===== config.mk =====
export PLATFORM = sky130hd
export DESIGN_NAME = button_debounce
export DESIGN_NICKNAME = d
export VERILOG_FILES = /design/src/rtl/button_pkg.sv /design/src/rtl/sync_2ff.sv /design/src/rtl/button_debounce.sv
export SDC_FILE = /design/constraint.sdc
export NUM_CORES = 1
export LEC_CHECK = 0
export BUFFER_PORTS_ARGS = -buffer_cell sky130_fd_sc_hd__buf_4
export CORE_UTILIZATION = 33
export DETAILED_ROUTE_END_ITERATION = 8
export PLACE_DENSITY = 0.44
export SYNTH_ARGS = -nofsm -noshare
export SYNTH_HDL_FRONTEND = slang
export SYNTH_SLANG_ARGS = --single-unit

===== constraint.sdc =====
create_clock -name clk -period 6.45 [get_ports clk]
set_clock_uncertainty 0.2 [all_clocks]
set_input_delay 1.6125 -clock clk [delete_from_list [all_inputs] [get_ports clk]]
set_output_delay 1.6125 -clock clk [all_outputs]
set_load 0.01 [all_outputs]

===== src/rtl/button_pkg.sv =====
// Shared constants for the push-button debouncer: FSM encoding, state width,
// default debounce/repeat timing and a counter-width helper.
package button_pkg;

    localparam int STATE_W = 2;

    localparam logic [STATE_W-1:0] ST_IDLE        = 2'd0;
    localparam logic [STATE_W-1:0] ST_ARM_PRESS   = 2'd1;
    localparam logic [STATE_W-1:0] ST_PRESSED     = 2'd2;
    localparam logic [STATE_W-1:0] ST_ARM_RELEASE = 2'd3;

    // 10 ms debounce, 500 ms first repeat, 200 ms cadence at 50 MHz
    localparam int DEF_DB_CYCLES     = 500000;
    localparam int DEF_REPEAT_DELAY  = 25000000;
    localparam int DEF_REPEAT_PERIOD = 10000000;

    function automatic int cnt_w(input int max_val);
        return (max_val < 1) ? 1 : $clog2(max_val + 1);
    endfunction

endpackage


===== src/rtl/sync_2ff.sv =====
// Two-flop synchronizer for a single asynchronous bit, reset to 0.
module sync_2ff (
    input  logic clk,
    input  logic reset,
    input  logic d_i,
    output logic q_o
);

    logic meta_q;
    logic sync_q;

    always_ff @(posedge clk or posedge reset) begin
        if (reset) begin
            meta_q <= 1'b0;
            sync_q <= 1'b0;
        end else begin
            meta_q <= d_i;
            sync_q <= meta_q;
        end
    end

    assign q_o = sync_q;

endmodule


===== src/rtl/button_debounce.sv =====
// Push-button debouncer: synchronized input, four-state stability FSM,
// registered clean level, press/release strobes and hold-to-repeat strobe.
module button_debounce
    import button_pkg::*;
#(
    parameter int DB_CYCLES     = DEF_DB_CYCLES,
    parameter int REPEAT_DELAY  = DEF_REPEAT_DELAY,
    parameter int REPEAT_PERIOD = DEF_REPEAT_PERIOD
) (
    input  logic clk,
    input  logic reset,
    input  logic button_raw,
    output logic button_clean,
    output logic press_pulse,
    output logic release_pulse,
    output logic repeat_pulse
);

    localparam int DB_W    = cnt_w(DB_CYCLES);
    localparam int DB_LAST = (DB_CYCLES >= 2) ? DB_CYCLES - 2 : 0;
    localparam int RPT_MAX = (REPEAT_DELAY > REPEAT_PERIOD) ? REPEAT_DELAY : REPEAT_PERIOD;
    localparam int RPT_W   = cnt_w(RPT_MAX);
    localparam bit RPT_EN  = (REPEAT_DELAY > 0);

    localparam logic [DB_W-1:0]  DB_LAST_V    = DB_W'(DB_LAST);
    localparam logic [RPT_W-1:0] RPT_DELAY_V  = RPT_W'(REPEAT_DELAY);
    localparam logic [RPT_W-1:0] RPT_PERIOD_V = RPT_W'(REPEAT_PERIOD);

    logic               s;
    logic [STATE_W-1:0] state_q, state_d;
    logic [DB_W-1:0]    db_cnt_q, db_cnt_d;
    logic [RPT_W-1:0]   rpt_cnt_q, rpt_cnt_d;
    logic               rpt_first_q, rpt_first_d;
    logic               clean_q, clean_d;
    logic               press_q, press_d;
    logic               release_q, release_d;
    logic               repeat_q, repeat_d;
    logic [RPT_W-1:0]   rpt_term;
    logic [RPT_W-1:0]   rpt_val;

    sync_2ff u_sync (
        .clk   (clk),
        .reset (reset),
        .d_i   (button_raw),
        .q_o   (s)
    );

    // The IDLE/PRESSED exit edge is the first stable sample; an ARM state
    // accepts once its counter shows DB_CYCLES-2 further samples already taken.
    always_comb begin
        state_d  = state_q;
        db_cnt_d = db_cnt_q;
        case (state_q)
            ST_IDLE: begin
                if (s) state_d = (DB_CYCLES <= 1) ? ST_PRESSED : ST_ARM_PRESS;
            end
            ST_ARM_PRESS: begin
                if (!s)                          state_d  = ST_IDLE;
                else if (db_cnt_q >= DB_LAST_V)  state_d  = ST_PRESSED;
                else                             db_cnt_d = db_cnt_q + 1'b1;
            end
            ST_PRESSED: begin
                if (!s) state_d = (DB_CYCLES <= 1) ? ST_IDLE : ST_ARM_RELEASE;
            end
            ST_ARM_RELEASE: begin
                if (s)                           state_d  = ST_PRESSED;
                else if (db_cnt_q >= DB_LAST_V)  state_d  = ST_IDLE;
                else                             db_cnt_d = db_cnt_q + 1'b1;
            end
            default: state_d = ST_IDLE;
        endcase
        if (state_d != state_q) db_cnt_d = '0;
    end

    assign clean_d   = (state_d == ST_PRESSED) || (state_d == ST_ARM_RELEASE);
    assign press_d   = clean_d & ~clean_q;
    assign release_d = ~clean_d & clean_q;

    // Repeat counter tallies cycles spent in PRESSED, saturating at the pending
    // threshold; a pulse due while in ARM_RELEASE waits for the return to PRESSED.
    assign rpt_term = rpt_first_q ? RPT_DELAY_V : RPT_PERIOD_V;
    assign rpt_val  = ((state_q == ST_PRESSED) && (rpt_cnt_q < rpt_term)) ?
                      rpt_cnt_q + 1'b1 : rpt_cnt_q;

    always_comb begin
        rpt_cnt_d   = rpt_cnt_q;
        rpt_first_d = rpt_first_q;
        repeat_d    = 1'b0;
        if (!RPT_EN || (state_d != ST_PRESSED && state_d != ST_ARM_RELEASE)
            || state_q == ST_IDLE || state_q == ST_ARM_PRESS) begin
            rpt_cnt_d   = '0;
            rpt_first_d = 1'b1;
        end else if (state_d == ST_PRESSED && rpt_val >= rpt_term) begin
            repeat_d    = 1'b1;
            rpt_cnt_d   = '0;
            rpt_first_d = 1'b0;
        end else begin
            rpt_cnt_d   = rpt_val;
        end
    end

    always_ff @(posedge clk or posedge reset) begin
        if (reset) begin
            state_q     <= ST_IDLE;
            db_cnt_q    <= '0;
            rpt_cnt_q   <= '0;
            rpt_first_q <= 1'b1;
            clean_q     <= 1'b0;
            press_q     <= 1'b0;
            release_q   <= 1'b0;
            repeat_q    <= 1'b0;
        end else begin
            state_q     <= state_d;
            db_cnt_q    <= db_cnt_d;
            rpt_cnt_q   <= rpt_cnt_d;
            rpt_first_q <= rpt_first_d;
            clean_q     <= clean_d;
            press_q     <= press_d;
            release_q   <= release_d;
            repeat_q    <= repeat_d;
        end
    end

    assign button_clean  = clean_q;
    assign press_pulse   = press_q;
    assign release_pulse = release_q;
    assign repeat_pulse  = repeat_q;

endmodule


==> results of run 1 <==
kinds of logic (layout without fill, tap and decap cells):
logic type               Yosys count  after routing
XOR/XNOR                          37             37
flip-flops                        53             53
AO/OA/AOI/OAI                     55             55
buffers and inverters             18             31
AND/OR/NAND/NOR                  167            167
multiplexers                       2              2
adder cells (fa/ha/maj)           30             30
layer usage:
metal	global-route usage [%]	vias up
li1	-	1322
met5	0	-
met1	23.8	1229
met3	2.13	5
met4	3.37	0
met2	22.8	36
final cells by class:
type | instances | area (um2) | area share [%]
clock buffers | 5 | 68.8 | 1.84
flip-flops and latches | 53 | 1330 | 35.6
well taps | 133 | 166 | 4.46
inverters | 11 | 41.3 | 1.11
clock inverters | 3 | 21.3 | 0.570
repair buffers | 12 | 90.1 | 2.41
multi-input cells | 291 | 2020 | 54.1
synthesized netlist by cell type (all sizes together) (5+ instances only):
cell type | count | area [um2]
nor3 | 5 | 25.0
nand4 | 14 | 103
a21o | 5 | 37.5
or3 | 5 | 41.3
xnor2 | 18 | 158
inv | 11 | 41.3
xor2 | 19 | 166
nor2 | 47 | 176
nand3 | 20 | 105
o21ai | 15 | 75.1
a21oi | 9 | 45.0
dfrtp | 52 | 1300
nor4 | 7 | 50.1
ha | 30 | 375
buf | 5 | 48.8
nor2b | 19 | 124
nand2b | 5 | 31.3
nand2 | 25 | 93.8
power by group through the flow:
stage          sequential (mW)  clock (mW)  combinational (mW)
2_1_floorplan            0.342           0              0.0105
3_3_place_gp             0.343           0              0.0161
3_5_place_dp             0.343           0              0.0162
4_1_cts                  0.337       0.211              0.0162
5_1_grt                  0.337       0.220              0.0185
6_report                 0.337       0.199              0.0151
registers in the layout (all words and copies together), names as in the netlist:
| name | cells |
|---|---|
| button_clean | 1 |
| db_cnt_q | 19 |
| press_pulse | 1 |
| release_pulse | 1 |
| repeat_pulse | 1 |
| rpt_cnt_q | 25 |
| rpt_first_q | 1 |
| state_q | 2 |
| u_sync.meta_q | 1 |
| u_sync.q_o | 1 |
path summary, 6_finish.rpt:
path | slack [ns] | depth (start not counted) | endpoint
max | 0.82 | 18 | rpt_cnt_q[20]
min reg2reg | 0.16 | 0 | u_sync.q_o
max reg2reg | 0.82 | 18 | rpt_cnt_q[20]
max in group asynchronous | 4.29 | 3 | db_cnt_q[6]
min in group asynchronous | 1.29 | 3 | rpt_cnt_q[15]
min | 0.16 | 0 | u_sync.q_o
stage by stage:
step | util [%] | cell area [um2] | setup slack (ns) | hold WS (ns) | power, mW
floorplan | - | 3440 | 1.32 | 0.131 | 0.353
global placement | 36.6 | 3640 | 0.850 | 0.137 | 0.360
detailed placement | 36.6 | 3640 | 0.831 | 0.136 | 0.359
CTS | 37.5 | 3730 | 0.801 | 0.163 | 0.564
global route | 37.5 | 3730 | 0.423 | 0.166 | 0.576
finish | 37.5 | 3730 | 0.816 | 0.160 | 0.551
==> out/results.ini, run 1 <==
[setup_path]
slowest_delay_ns=0.54
critical_path_launch_point_type=register
worst-setup-path-type=reg2reg
reg2reg_from=rpt_first_q
path_delay_family=compound AO/OA/AOI/OAI gates
required_ns=6.49
critical_path.slowest_cell=dfstp_2
timing.critical_path.arrival_ns=5.67
critPathBufInv=2
timing.critical_path.cells=inv_1 -> buf_4 -> ha_1 -> or4b_1 -> nor4_2 -> a211o_1 -> nor2_1 -> and4_2 -> xor2_1 -> ha_1 -> a21o_1 -> a21o_1 -> a211oi_1 -> o211ai_1 -> a211o_1 -> a41oi_1 -> o311ai_4 -> a21oi_1
startpoint_of_the_most_critical_setup_path=rpt_first_q
timing.critical_path.to_type=register
worstPathMaxFanout=25

[drt]
drt-pass1-iter-count=5
met2_wirelength_from_detailed_routing_um=3290
initialDrtViolationCount=124
maxUsedRoutingLayer=met4
wl_um=7770
drt-wirelength-per-cell_um=15.3
met3RoutedLength_um=252
detail-route-antenna-nets=0
routedLengthMet1_um=4160
vias=2592
routed_vias_inst=5.10
remaining_drc_errors=0

[cts]
insertion_delay_ns=0.31
hold_buffers=0
cts.root.buffer_cell=clkbuf_8
h-tree-depth=2
cts_buffer_depth=2
cts.repair_timing.setup_buffer_count=0
cts_tree=built
worst_setup_hold_path_clk_slew_ns=0.11
cts_resized=0
tritoncts.num_buffers=5
cts.sinks=53

[logic_synthesis]
syn-cell-area_um2=3440
synth_xor_area_share_pct=9.41
netlist_instances=362
asyncSetResetFlopFracSynth_pct=100
synth.net_count=395
edff_count_synth=0
synth.avg_cell_area_um2=9.51
adder_cell_share_of_the_synthesized_area_pct=10.9
synth.yosys.seq_area_share_pct=38.6
synthDistinctLibCells=55
compound_cell_area_share_of_the_yosys_netlist_pct=11.6
synth.ff_latch_count=53
synthFlopType=dfrtp_1
synth_warnings=0
yosys-mux-area-fraction_pct=0.618
dominant_combinational_cell_family_by_area_after_synthesis=simple AND/OR/NAND/NOR gates
synthSimpleGateAreaFrac_pct=26.1

[min_path]
hold_class=reg2reg
holdCritStartpoint=u_sync.meta_q

[cells_and_area]
antenna-diode-count=0
area_delta_synth_final_pct=8.43
layout_commonest_cell=dfrtp_1
most-common-layout-cells=dfrtp_1, nor2_1, ha_1
post_route_cells_drive_above_1_share_pct=9.87
nNetsFinal=407
instances_no_fill=508
fillCellCount=1006

[run]
cap_viol_max_count=0

[grt]
grt_max_degree=54
antenna_found_initial=0
first_global_vias=2602
globalRoute.totalOverflow=0
first_pass_grt_wire_length_um=13500
grt.total_usage_pct=15.5

[floorplan]
floorplan.die.height_um=104
die_x_um=104
starting_density_of_the_core_pct=34.6
io_pins=7
rows=36
core-area_um2=9950
die_area_um2=10800

[timing]
fin_crit_sh_pct=87.3
timing.slew.headroom_pct=18.8
fmaxAchievable_mhz=177
final.min_clock_period_ns=5.63
hold_viol_final=0
finalSetupViolations=0
final_tns_setup_ns=0
final_max_slew_viol_count=0
rsz0062_at_grt=false
worst_slew_pin_tran_ns=1.21

[power]
switching_share_of_power_pct=24.7
p_seq_share_pct=61.2
cellLeakagePower_nw=1.66
comb_power_share_pct=2.7
ir_worst_vdd_uv=93.9
pwr_density_cell_nw_per_um2=147
clockPowerShare_pct=36.1
p_int_mw=0.415
switchingPower_mw=0.136

[run_status]
run_status=complete, no violations

[placed_design]
dp_hpwl_um=5710
placed_cells_incl_taps=500
place.port_buffers=6
routabilityCongestion=0.774

(Power assumes the default switching activity.)
==> run 2: changes to the inputs <==
--- a/config.mk
+++ b/config.mk
@@ -5,9 +5,10 @@
 export SDC_FILE = /design/constraint.sdc
 export NUM_CORES = 1
 export LEC_CHECK = 0
-export BUFFER_PORTS_ARGS = -buffer_cell sky130_fd_sc_hd__buf_4
+export CAP_MARGIN = 25
 export CORE_UTILIZATION = 33
 export DETAILED_ROUTE_END_ITERATION = 8
+export DONT_BUFFER_PORTS = 1
 export PLACE_DENSITY = 0.44
 export SYNTH_ARGS = -nofsm -noshare
 export SYNTH_HDL_FRONTEND = slang
==> out/results.ini, run 2 (synthesis results as in run 1) <==
[grt]
grt.total_usage_pct=15.6  ; was 15.5%
grt_max_degree=54  ; unchanged
antenna_found_initial=0  ; unchanged
first_global_vias=2606  ; was 2602
first_pass_grt_wire_length_um=13600  ; was 13500 um
globalRoute.totalOverflow=0  ; unchanged

[floorplan]
rows=36  ; unchanged
io_pins=7  ; unchanged
die_x_um=104  ; unchanged
die_area_um2=10800  ; unchanged
floorplan.die.height_um=104  ; unchanged
core-area_um2=9950  ; unchanged
starting_density_of_the_core_pct=34.6  ; unchanged

[timing]
fmaxAchievable_mhz=172  ; was 177 MHz
final.min_clock_period_ns=5.80  ; was 5.63 ns
fin_crit_sh_pct=89.9  ; was 87.3%
timing.slew.headroom_pct=33.4  ; was 18.8%
finalSetupViolations=0  ; unchanged
rsz0062_at_grt=false  ; unchanged
worst_slew_pin_tran_ns=0.997  ; was 1.21 ns
final_tns_setup_ns=0  ; unchanged
hold_viol_final=0  ; unchanged
final_max_slew_viol_count=0  ; unchanged

[cts]
cts.root.buffer_cell=clkbuf_8  ; unchanged
insertion_delay_ns=0.31  ; about the same
tritoncts.num_buffers=5  ; unchanged
cts_resized=0  ; unchanged
cts_tree=built  ; unchanged
cts.repair_timing.setup_buffer_count=0  ; unchanged
cts_buffer_depth=2  ; unchanged
cts.sinks=53  ; unchanged
hold_buffers=0  ; unchanged
h-tree-depth=2  ; unchanged
worst_setup_hold_path_clk_slew_ns=0.10  ; was 0.11 ns

[run_status]
run_status=complete, no violations  ; unchanged

[setup_path]
required_ns=6.49  ; about the same
timing.reg2reg.worst_path_depth=19  ; was 18
worstReg2RegEnd=rpt_cnt_q[24]  ; was rpt_cnt_q[20]
worstPathMaxFanout=17  ; was 25
reg2reg_from=rpt_first_q  ; unchanged
critical_path_launch_point_type=register  ; unchanged
timing.critical_path.to_type=register  ; unchanged
worst-setup-path-type=reg2reg  ; unchanged
setup.reg_to_reg.worst_slack_ns=0.65  ; was 0.82 ns
crit_path_capture=rpt_cnt_q[24]  ; was rpt_cnt_q[20]
timing.critical_path.arrival_ns=5.83  ; was 5.67 ns
startpoint_of_the_most_critical_setup_path=rpt_first_q  ; unchanged

[power]
total_power_mw=0.588  ; was 0.551 mW
clockPowerShare_pct=40.3  ; was 36.1%
p_int_mw=0.453  ; was 0.415 mW
switching_share_of_power_pct=23.0  ; was 24.7%
ir_worst_vdd_uv=90.6  ; was 93.9 uV
pwr_density_cell_nw_per_um2=158  ; was 147 nW/um2
cellLeakagePower_nw=1.64  ; was 1.66 nW
switchingPower_mw=0.135  ; was 0.136 mW
p_seq_share_pct=57.3  ; was 61.2%
comb_power_share_pct=2.4  ; was 2.7%

[placed_design]
place.port_buffers=0  ; was 6
routabilityCongestion=0.791  ; was 0.774
placed_cells_incl_taps=493  ; was 500
dp_hpwl_um=5900  ; was 5710 um

[cells_and_area]
most-common-layout-cells=dfrtp_1, nor2_1, ha_1  ; unchanged
post_route_cells_drive_above_1_share_pct=8.40  ; was 9.87%
biggestRegsByFlops=rpt_cnt_q (25), db_cnt_q (19), state_q (2)  ; unchanged
antenna-diode-count=0  ; unchanged
nNetsFinal=401  ; was 407
largest-register=rpt_cnt_q  ; unchanged
instances_no_fill=502  ; was 508
layout.core_utilization_pct=37.4  ; was 37.5%
area_delta_synth_final_pct=7.99  ; was 8.43%
layout_commonest_cell=dfrtp_1  ; unchanged
flip_flop_count_of_the_largest_register_all_copies_and_words_added=25  ; unchanged

[min_path]
hold_class=reg2reg  ; unchanged

[drt]
routed_vias_inst=5.17  ; was 5.10
drt-pass1-iter-count=4  ; was 5
drt-wirelength-per-cell_um=16.0  ; was 15.3 um
remaining_drc_errors=0  ; unchanged
vias=2593  ; was 2592
initialDrtViolationCount=150  ; was 124
wl_um=8030  ; was 7770 um
detail-route-antenna-nets=0  ; unchanged

[run]
cap_viol_max_count=0  ; unchanged

run 2: cell types whose count changed in the layout (fill, tap and decap cells not counted), sizes merged:
cell,previous run,this run
clkinvlp,1,0
bufinv,0,1
buf,12,6
run 2: cell type report:
type	instances	area [um2]
inverters	11	41.3
flip-flops and latches	53	1330
repair buffers	6	52.6
multi-input cells	291	2020
fillers	1000	6240
well taps	133	166
clock buffers	5	68.8
clock inverters	3	43.8
run 2: through the flow:
step                cell area (um2)  hold WS, ns  setup WS (ns)
floorplan                      3440        0.131           1.32
global placement               3590        0.137          0.647
detailed placement             3590        0.135          0.621
CTS                            3700        0.161          0.591
global route                   3720        0.186          0.239
finish                         3720        0.157          0.652
run 2: per-layer routing:
layer | track usage (%) | share of wire (%) | wire length [um] | vias to the layer above
met5 | 0 | 0 | 0 | -
met4 | 2.76 | 0.59 | 47 | 0
met3 | 2.38 | 2.7 | 213 | 5
met2 | 23.3 | 43 | 3450 | 32
met1 | 23.7 | 54 | 4320 | 1249
li1 | - | - | - | 1307
run 2: power groups by stage:
stage	sequential, mW	combinational (mW)	clock [mW]
finish	0.337	0.0143	0.237
global route	0.338	0.0175	0.261
CTS	0.337	0.0154	0.247
detailed placement	0.343	0.0153	0
global placement	0.343	0.0152	0
floorplan	0.342	0.0105	0
run 2: worst max-delay path: stages, from the launching register on:
cell      delay [ns]
dfstp_2         0.54
inv_1           0.27
ha_1            0.43
nand4_1         0.10
or4b_1          0.53
nor4_2          0.39
a211o_1         0.36
nor2_1          0.20
and4_2          0.28
xor2_1          0.15
ha_1            0.30
a21o_1          0.16
a21o_1          0.17
a211oi_1        0.23
o211ai_1        0.14
a211o_1         0.32
a41oi_1         0.28
o311ai_4        0.27
buf_8           0.23
nor2b_1         0.16
run 2: worst min path at each step:
stage	start	to	slack, ns	cells past startpoint
2_1_floorplan	u_sync.meta_q	u_sync.q_o	0.13	0
3_3_place_gp	u_sync.meta_q	u_sync.q_o	0.14	0
3_5_place_dp	u_sync.meta_q	u_sync.q_o	0.13	0
4_1_cts	u_sync.meta_q	u_sync.q_o	0.16	0
5_1_grt	u_sync.meta_q	u_sync.q_o	0.19	0
6_report	u_sync.meta_q	u_sync.q_o	0.16	0
==> run 3: changes to the inputs <==
--- a/config.mk
+++ b/config.mk
@@ -6,10 +6,13 @@
 export NUM_CORES = 1
 export LEC_CHECK = 0
 export CAP_MARGIN = 25
-export CORE_UTILIZATION = 33
+export CELL_PAD_IN_SITES_DETAIL_PLACEMENT = 0
+export CELL_PAD_IN_SITES_GLOBAL_PLACEMENT = 1
+export CORE_UTILIZATION = 35
 export DETAILED_ROUTE_END_ITERATION = 8
 export DONT_BUFFER_PORTS = 1
-export PLACE_DENSITY = 0.44
+export PLACE_DENSITY = 0.56
+export SKIP_CTS_REPAIR_TIMING = 1
 export SYNTH_ARGS = -nofsm -noshare
 export SYNTH_HDL_FRONTEND = slang
 export SYNTH_SLANG_ARGS = --single-unit
==> out/results.ini, run 3 (synthesis results as in run 1) <==
[cells_and_area]
antenna-diode-count=0  ; unchanged
nNetsFinal=402  ; was 401
flip_flop_count_of_the_largest_register_all_copies_and_words_added=25  ; unchanged
layout_commonest_cell=dfrtp_1  ; unchanged
post_route_cells_drive_above_1_share_pct=8.11  ; was 8.40%
biggestRegsByFlops=rpt_cnt_q (25), db_cnt_q (19), state_q (2)  ; unchanged
area_delta_synth_final_pct=7.23  ; was 7.99%
layout.core_utilization_pct=39.4  ; was 37.4%
fillCellCount=1021  ; was 1000
post_route_standard_cell_area_excluding_fillers_um2=3690  ; was 3720 um2
largest-register=rpt_cnt_q  ; unchanged
most-common-layout-cells=dfrtp_1, nor2_1, ha_1  ; unchanged
instances_no_fill=499  ; was 502

[placed_design]
placed_cells_incl_taps=490  ; was 493
detailedPlace.worstSlack_ns=0.686  ; was 0.621 ns
place.port_buffers=0  ; unchanged
routabilityCongestion=0.851  ; was 0.791
dp_hpwl_um=6000  ; was 5900 um
placedInstanceArea_um2=3600  ; was 3590 um2

[min_path]
hold_class=reg2reg  ; unchanged

[drt]
initialDrtViolationCount=117  ; was 150
remaining_drc_errors=0  ; unchanged
vias=2602  ; was 2593
drt-pass1-iter-count=4  ; unchanged
detail-route-antenna-nets=0  ; unchanged
routed_vias_inst=5.21  ; was 5.17
drt-wirelength-per-cell_um=15.9  ; was 16.0 um
wl_um=7960  ; was 8030 um

[timing]
final_tns_setup_ns=0  ; unchanged
final_max_slew_viol_count=0  ; unchanged
worst_slew_pin_tran_ns=0.696  ; was 0.997 ns
hold_viol_final=0  ; unchanged
timing.slew.headroom_pct=53.6  ; was 33.4%
rsz0062_at_grt=false  ; unchanged
setup_ws_ns=0.779  ; was 0.652 ns
finalSetupViolations=0  ; unchanged
holdWs_ns=0.165  ; was 0.157 ns
final.min_clock_period_ns=5.67  ; was 5.80 ns
fin_crit_sh_pct=87.9  ; was 89.9%
fmaxAchievable_mhz=176  ; was 172 MHz

[setup_path]
worstPathMaxFanout=17  ; unchanged
worst-setup-path-type=reg2reg  ; unchanged
timing.critical_path.to_type=register  ; unchanged
critical_path_launch_point_type=register  ; unchanged
slowest_delay_ns=0.54  ; about the same
critPathBufInv=2  ; unchanged
timing.critical_path.cells=inv_1 -> ha_1 -> nand4_1 -> or4b_1 -> nor4_2 -> a211o_1 -> nor2_1 -> and4_2 -> xor2_1 -> ha_1 -> a21o_1 -> a21o_1 -> a211oi_1 -> o211ai_1 -> a211o_1 -> a41oi_1 -> o311ai_4 -> buf_8 -> nor2_1  ; was inv_1 -> ha_1 -> nand4_1 -> or4b_1 -> nor4_2 -> a211o_1 -> nor2_1 -> and4_2 -> xor2_1 -> ha_1 -> a21o_1 -> a21o_1 -> a211oi_1 -> o211ai_1 -> a211o_1 -> a41oi_1 -> o311ai_4 -> buf_8 -> nor2b_1
required_ns=6.49  ; about the same
path_delay_family=compound AO/OA/AOI/OAI gates  ; unchanged
timing.critical_path.arrival_ns=5.71  ; was 5.83 ns
critical_path.slowest_cell=dfstp_2  ; unchanged

[grt]
first_pass_grt_wire_length_um=13800  ; was 13600 um
grt.total_usage_pct=17.5  ; was 15.6%
grt_max_degree=54  ; unchanged
first_global_vias=2684  ; was 2606
globalRoute.totalOverflow=0  ; unchanged
antenna_found_initial=0  ; unchanged

[power]
ir_worst_vdd_uv=88.0  ; was 90.6 uV
pwr_density_cell_nw_per_um2=146  ; was 158 nW/um2
cellLeakagePower_nw=1.63  ; was 1.64 nW
total_power_mw=0.539  ; was 0.588 mW

[floorplan]
core-area_um2=9370  ; was 9950 um2
io_pins=7  ; unchanged
die_x_um=101  ; was 104 um
rows=35  ; was 36
starting_density_of_the_core_pct=36.7  ; was 34.6%
floorplan.die.height_um=101  ; was 104 um
die_area_um2=10200  ; was 10800 um2

[cts]
cts.root.buffer_cell=clkbuf_8  ; unchanged
cts_tree=built  ; unchanged
cts_buffer_depth=2  ; unchanged
insertion_delay_ns=0.30  ; was 0.31 ns
worst_setup_hold_path_clk_slew_ns=0.09  ; was 0.10 ns
cts.sinks=53  ; unchanged
h-tree-depth=2  ; unchanged
tritoncts.num_buffers=5  ; unchanged

[run]
cap_viol_max_count=0  ; unchanged

[run_status]
run_status=complete, no violations  ; unchanged

-- run 3: cell types whose count changed in the layout (fill, tap and decap cells not counted), sizes merged --
cell      delta
clkinv       -1
clkinvlp     +1
inv          -1
buf          +1
clkbuf       +2
bufinv       -1
-- run 3: final timing paths --
kind	from	to	slack (ns)	cells after the start
worst min register to register	u_sync.meta_q	u_sync.q_o	0.17	0
worst min-delay path	u_sync.meta_q	u_sync.q_o	0.17	0
worst max register to register	rpt_first_q	rpt_cnt_q[0]	0.78	19
min in group asynchronous	reset	rpt_cnt_q[23]	1.16	2
worst max-delay path	rpt_first_q	rpt_cnt_q[0]	0.78	19
max in group asynchronous	reset	rpt_cnt_q[6]	4.41	2
-- run 3: where the power goes --
group	total, mW	switching [mW]	internal (mW)
logic	0.0151	0.0121	0.00308
registers	0.337	0.00286	0.334
clock network	0.187	0.110	0.0772
total	0.539	0.125	0.414
-- run 3: cell type report --
cell class	count	area, um2	area share [%]
tap	129	161	4.37
sequential	53	1330	36.0
multi-input combinational	291	2020	54.7
inverter	11	41.3	1.12
timing repair buffer	7	60.1	1.63
clock buffer	7	76.3	2.07
clock inverter	1	7.51	0.203
-- run 3: per-layer routing --
metal	track usage (%)	wire, um	up-vias
li1	-	-	1305
met1	25.3	4110	1261
met2	27.6	3600	29
met3	2.69	171	7
met4	4.01	80	0
met5	0	0	-
